==> src/rtl/serial_magnitude_comparator.sv <==
// Bit-serial MSB-first magnitude comparator with a start/busy/done handshake.
// Define SERIAL_CMP_EARLY_EXIT_EN to end a compare right after the first differing bit.
module serial_magnitude_comparator #(
  parameter int WIDTH  = 8,
  parameter bit SIGNED = 1'b0
) (
  input  logic             clk,
  input  logic             rst_n,
  input  logic             start,
  input  logic [WIDTH-1:0] a,
  input  logic [WIDTH-1:0] b,
  output logic             busy,
  output logic             done,
  output logic             lt,
  output logic             eq,
  output logic             gt
);

  localparam int              CW      = (WIDTH > 1) ? $clog2(WIDTH) : 1;
  localparam logic [CW-1:0]   CNT_MAX = CW'(WIDTH - 1);

  typedef enum logic {IDLE, COMPARE} state_t;

  state_t           state, state_nxt;
  logic [WIDTH-1:0] sh_a, sh_b;
  logic [CW-1:0]    cnt;
  logic             decided, dec_gt;
  logic             bit_diff, bit_gt, last, finish;

  // NOTE: every signal assigned in always_comb gets a default first, so no path can infer a latch.
  always_comb begin
    bit_diff  = sh_a[WIDTH-1] ^ sh_b[WIDTH-1];
    // The sign bit has inverted sense: a 1 in A means A is the negative (smaller) operand.
    bit_gt    = (SIGNED && (cnt == CNT_MAX)) ? sh_b[WIDTH-1] : sh_a[WIDTH-1];
    last      = (cnt == '0);
`ifdef SERIAL_CMP_EARLY_EXIT_EN
    finish    = last || (bit_diff && !decided);
`else
    finish    = last;
`endif
    state_nxt = state;
    case (state)
      IDLE:    if (start)  state_nxt = COMPARE;
      COMPARE: if (finish) state_nxt = IDLE;
      default:             state_nxt = IDLE;
    endcase
  end

  // NOTE: sequential state uses non-blocking assignments so every register samples pre-edge values.
  always_ff @(posedge clk or negedge rst_n) begin
    if (!rst_n) state <= IDLE;
    else        state <= state_nxt;
  end

  // NOTE: the operand shift registers are plain flops, not a memory, so they are reset along with everything else.
  always_ff @(posedge clk or negedge rst_n) begin
    if (!rst_n) begin
      sh_a    <= '0;
      sh_b    <= '0;
      cnt     <= '0;
      decided <= 1'b0;
      dec_gt  <= 1'b0;
      busy    <= 1'b0;
      done    <= 1'b0;
      lt      <= 1'b0;
      eq      <= 1'b0;
      gt      <= 1'b0;
    end else begin
      done <= 1'b0;
      case (state)
        IDLE: begin
          if (start) begin
            sh_a    <= a;
            sh_b    <= b;
            cnt     <= CNT_MAX;
            decided <= 1'b0;
            dec_gt  <= 1'b0;
            busy    <= 1'b1;
            lt      <= 1'b0;
            eq      <= 1'b0;
            gt      <= 1'b0;
          end
        end
        COMPARE: begin
          sh_a <= sh_a << 1;
          sh_b <= sh_b << 1;
          cnt  <= cnt - CW'(1);
          // Only the first difference is recorded; later bits are shifted through and ignored.
          if (bit_diff && !decided) begin
            decided <= 1'b1;
            dec_gt  <= bit_gt;
          end
          if (finish) begin
            busy <= 1'b0;
            done <= 1'b1;
            if (decided) begin
              gt <= dec_gt;
              lt <= !dec_gt;
            end else if (bit_diff) begin
              gt <= bit_gt;
              lt <= !bit_gt;
            end else begin
              eq <= 1'b1;
            end
          end
        end
        default: ;
      endcase
    end
  end

endmodule

==> config.mk <==
export PLATFORM = sky130hd
export DESIGN_NAME = serial_magnitude_comparator
export DESIGN_NICKNAME = d
export VERILOG_FILES = /design/src/rtl/serial_magnitude_comparator.sv
export SDC_FILE = /design/constraint.sdc
export NUM_CORES = 1
export LEC_CHECK = 0
export ABC_AREA = 1
export CAP_MARGIN = 15
export CORE_MARGIN = 3
export CORE_UTILIZATION = 40
export CTS_BUF_LIST = sky130_fd_sc_hd__clkbuf_4
export DETAILED_ROUTE_END_ITERATION = 6
export PLACE_DENSITY = 0.69
export SLEW_MARGIN = 20
export SYNTH_ARGS = -nofsm -noshare
export SYNTH_HDL_FRONTEND = slang
export SYNTH_SLANG_ARGS = --single-unit
==> constraint.sdc <==
create_clock -name clk -period 2.4 [get_ports clk]
set_input_delay 0.48 -clock clk [delete_from_list [all_inputs] [get_ports clk]]
set_output_delay 0.48 -clock clk [all_outputs]
set_load 0.02 [all_outputs]
**Word level (Yosys, flattened, before mapping)**

Index checks and enable logic that the tools add are counted.

- Output and inout port bits: 5
- Logic and storage cells: 60
- Bits of input ports: 19
- Register bits after elaboration: 27

- Add/subtract/negate cells: 1
- Eq/ne operators: 6
- Bitwise operators: 2
- Mux-type cells: 31
- Reduce and logical (&&, ||, !) cells: 9

Operator list:

| operator | number |
|---|---|
| 8-bit case mux with 2 select lines | 2 |
| 1-bit 2-to-1 mux | 18 |
| 8-bit 2-to-1 mux | 2 |
| 1-bit case mux with 2 select lines | 7 |
| 2-bit != test (second input constant) | 3 |
| 3-bit case mux with 2 select lines | 1 |
| 2-bit by 1-bit != test with 1-bit output (second input constant) | 2 |
| 2-bit AND reduction | 2 |
| 4-bit AND reduction | 1 |
| 1-bit logical NOT | 3 |
| 3-bit logical NOT | 1 |
| 3-bit 2-to-1 mux | 1 |
| 3-bit by 1-bit != test with 1-bit output (second input constant) | 1 |
| 3-bit AND reduction | 1 |
| 3-bit by 1-bit subtractor with 3-bit output (second input constant) | 1 |
| 1-bit logical AND | 1 |
| 1-bit NOT | 1 |
| 1-bit bitwise XOR | 1 |

**Logic depth before layout (Yosys ltp)**

- Depth in word-level cells: 5
- Gate-level depth with buffers: 7
- Mapped depth without buffers: 7

**Worst setup path before layout**

Ideal clock, no wire load.

- Kind: reg2reg
- Start: reg cnt[0]
- End: reg gt
- Arrival: 0.966 ns
- Stages on the path, launching flop included: 8
- Data required time: 2.283 ns
- Buffers on the path: 0
- Path slack: 1.316 ns
- Cells stage by stage: dfrtp_1 > inv_1 > ha_1 > nand2_2 > o21ai_2 > nand2_1 > nand2_1 > nand2_1

- Longest elaborated chain between the ends: 3

RTL lines:

| what | RTL line | text |
|---|---|---|
| start: declaration | 26 | `logic [CW-1:0] cnt;` |
| start signal: assignment | 87 | `cnt <= cnt - CW'(1);` |
| 3-bit logical NOT | 35 | `last = (cnt == '0);` |
| 2-bit by 1-bit != test with 1-bit output (no line) | -- |  |
| 3-bit AND reduction (no line) | -- |  |
| end signal: assignment | 97 | `gt <= dec_gt;` |
| end signal: assignment | 100 | `gt <= bit_gt;` |
| end: declaration | 16 | `output logic gt` |

No other way between the ends.
A chain may end at the register's enable or synchronous reset.

**Worst setup path after layout**

- Start: reg eq
- End: out eq

RTL lines:

| what | RTL line | text |
|---|---|---|
| start: declaration | 15 | `output logic eq,` |
| start signal: assignment | 66 | `eq <= 1'b0;` |
| start signal: assignment | 80 | `eq <= 1'b0;` |
| start signal: assignment | 103 | `eq <= 1'b1;` |

No word-level cell between the ends.

==> results.tsv <==
stage	metric	value	unit
place	placed cell areas	1450	um2
clock_network	H-tree Lvls	1	
power_and_ir_drop	Flop pwr share	48.8	%
clock_network	clock root buffer	clkbuf_4	
power_and_ir_drop	Pint	0.961	mW
cells_and_area	Layout area overhead	22.2	%
global_routing	largest net degree at the start of global routing	28	
sta	Final Skew	0.0127	ns
place	Place WS	0.669	ns
critical_path	Data required, critical path	1.92	ns
critical_path	CP startpoint kind	flip-flop	
cells_and_area	proportion of layout cells with a drive suffix above 1	7.36	%
detailed_routing	vias	954	
synth	Synth top area share	55.7	%
detailed_routing	vias per cell	4.92	
global_routing	first-pass GRT wire length	3.55	mm
sta	crit path time final	1.78	ns
clock_network	Resized Gates After CTS	0	
power_and_ir_drop	Clock Power Share	12.2	%
sta	final worst slack	0.625	ns
critical_path	CP Buf/Inv Count	1	
floorplanning	I/O pin cnt	24	
clock_network	clock slew at reported path FFs	0.15	ns
flow_run	max cap viols	0	
detailed_routing	DRC violations left	0	
synth	post-synthesis sequential area ratio	55.7	%
detailed_routing	WL/cell	11.3	um
clock_network	later-pin clock latency in the skew report	0.32	ns
critical_path	Top delay family on crit path	buffers and inverters	
detailed_routing	Pre-antenna DRT Iters	4	
floorplanning	Die Ht	61.1	um
sta	RSZ-0062 raised after global routing	false	
global_routing	gr ovfl total	0	
critical_path	CP endpoint kind	primary output	
floorplanning	initial cell density of the core	42.9	%
hold_path	type of the tightest min-delay check	flip-flop to flip-flop	
power_and_ir_drop	leak pwr	0.713	nW
floorplanning	die width	61.1	um
synth	synth top area cells	dfrtp_1 (56%), nand2_1 (18%), nand3_1 (5.8%)	
critical_path	CP arrival	1.30	ns
floorplanning	die area	3730	um2
detailed_routing	final wirelength	2.18	mm
critical_path	Largest stage delay, worst path	0.60	ns
place	I/O Buffers	23	
sta	ratio of final minimum period to clock period	74.0	%
synth	Netlist Area Pre-Place	1210	um2
floorplanning	row cnt	19	
detailed_routing	post-route ant nets	0	
cells_and_area	Fillers	285	
sta	Total Neg Setup Slack	0	ns
place	routability cong.	0.801	
synth	synth warn	0	
global_routing	number of antenna violations at the first check in global routing	0	
global_routing	number of global-route vias before repair	858	
outcome	status	finished, final reports clean	
power_and_ir_drop	Max VDD drop	390	uV
synth	Yosys top cell by area	dfrtp_1	
sta	Final Hold Viols	0	
detailed_routing	DR iter-0 viols	33	
clock_network	setup bufs post-CTS	0	
critical_path	Cell Chain, Critical Path	clkdlybuf4s50_1	
sta	Slew Limit Fails	0	
global_routing	gr usage total	12.9	%
synth	Net Count, Synth	160	
sta	Max-Slew Margin vs Limit	52.9	%
clock_network	clock sink count	27	
critical_path	crit path max-delay cell type	clkdlybuf4s50_1	
clock_network	clk buf depth	2	
sta	FMAX	563	MHz
clock_network	CTS Hold Buffers Added	0	
sta	Final Setup Violations	0	
cells_and_area	# diodes	0	
sta	Worst-Margin Slew	0.707	ns
sta	Hold Worst Slack	0.485	ns
power_and_ir_drop	switching share of total power	39.3	%
clock_network	CTS Buf Count	3	
synth	Mapped Cells	139	
synth	synthesized area per cell	8.72	um2
power_and_ir_drop	Logic pwr share	38.9	%
floorplanning	core area	2830	um2
place	Final HPWL DP	1.58	mm
critical_path	critical path class	flip-flop to primary output	
critical_path	Crit Path Max Fanout	2	
power_and_ir_drop	Power per Cell Area	1070	nW/um2
synth	Yosys cell types	20	
synth	flops & latches, synth	27	
power_and_ir_drop	Net Sw Power	0.621	mW
cells_and_area	final instance area	1480	um2
cells_and_area	layout net count	185	
clock_network	TritonCTS clock tree	built	
## flip-flops by register name, indices dropped and copies added (netlist names)
name and cells:
sh_a 8, sh_b 8, cnt 3, busy 1, dec_gt 1, decided 1, done 1, eq 1
gt 1, lt 1, state 1
## per-layer routing
| layer | GRT usage [%] | vias to the layer above | part of all wire, % | routed length [um] |
|---|---|---|---|---|
| li1 | - | 489 | - | - |
| met1 | 15.7 | 436 | 46 | 997 |
| met2 | 21.5 | 25 | 49 | 1070 |
| met3 | 2.73 | 4 | 4.8 | 104 |
| met4 | 6.50 | 0 | 0.60 | 13 |
| met5 | 0 | - | 0 | 0 |
## stage by stage
step                      total power, mW  cells  util, %
final                                1.58    194     52.4
after global routing                 1.72    194     52.4
after CTS                            1.60    194     52.4
after detailed placement             1.41    190     51.4
after global placement               1.38    190     51.4
after floorplan                      1.22    139        -
## synth_stat cells
master,count
a22oi_1,2
ha_1,2
nand2_2,1
buf_6,2
inv_1,9
nand2_1,59
inv_4,2
a21oi_1,3
o211ai_1,3
buf_4,1
dfrtp_1,27
o21ai_2,1
nor2_1,2
nor2_4,1
nor3_1,1
nor2_2,1
o21ai_0,6
nand3_1,14
nand2_4,1
buf_2,1
## final cells by class
| type | count | area (um2) | area share (%) |
|---|---|---|---|
| Clock inverter | 1 | 5.00 | 0.338 |
| Inverter | 11 | 46.3 | 3.13 |
| Timing Repair Buffer | 24 | 238 | 16.0 |
| Tap cell | 31 | 38.8 | 2.62 |
| Sequential cell | 27 | 676 | 45.6 |
| Clock buffer | 3 | 22.5 | 1.52 |
| Multi-Input combinational cell | 97 | 455 | 30.7 |
## cells in the final DEF, fill, tap and decap left out
cell type        instances
a21oi_1                  3
a22oi_1                  2
buf_4                    1
clkbuf_4                 3
clkdlybuf4s50_1         23
clkinv_2                 1
dfrtp_1                 27
ha_1                     2
inv_1                    9
inv_4                    2
nand2_1                 59
nand2_2                  1
nand2_4                  1
nand3_1                 14
nor2_1                   2
nor2_2                   1
nor2_4                   1
nor3_1                   1
o211ai_1                 3
o21ai_0                  6
o21ai_2                  1
## final timing paths
kind                       startpoint  endpoint  slack [ns]  depth (start not counted)
max in group asynchronous       rst_n   sh_b[1]        1.64                          2
setup / recovery                   eq        eq        0.62                          1
min in group asynchronous       rst_n     state        0.50                          2
hold / removal                     lt        lt        0.48                          2
setup reg to reg                state    cnt[2]        0.88                          5
hold reg to reg                    lt        lt        0.48                          2
## power groups by stage
stage	combinational [mW]	clock, mW	sequential [mW]
global route	0.702	0.221	0.799
floorplan	0.458	0	0.766
detailed placement	0.622	0	0.786
finish	0.616	0.193	0.773
global placement	0.605	0	0.780
CTS	0.625	0.200	0.777
## logic make-up (layout without fill, tap and decap cells)
family / count (synthesis) / in the layout / synth area share [%]
DFF: 27 / 27 / 55.7
adders and majority gates: 2 / 2 / 2.06
and+or+nand+nor: 80 / 80 / 28.0
AOI/OAI and AO/OA: 15 / 15 / 7.53
buffers and inverters: 15 / 39 / 6.71
No activity file was read; power rests on OpenSTA's default activity.
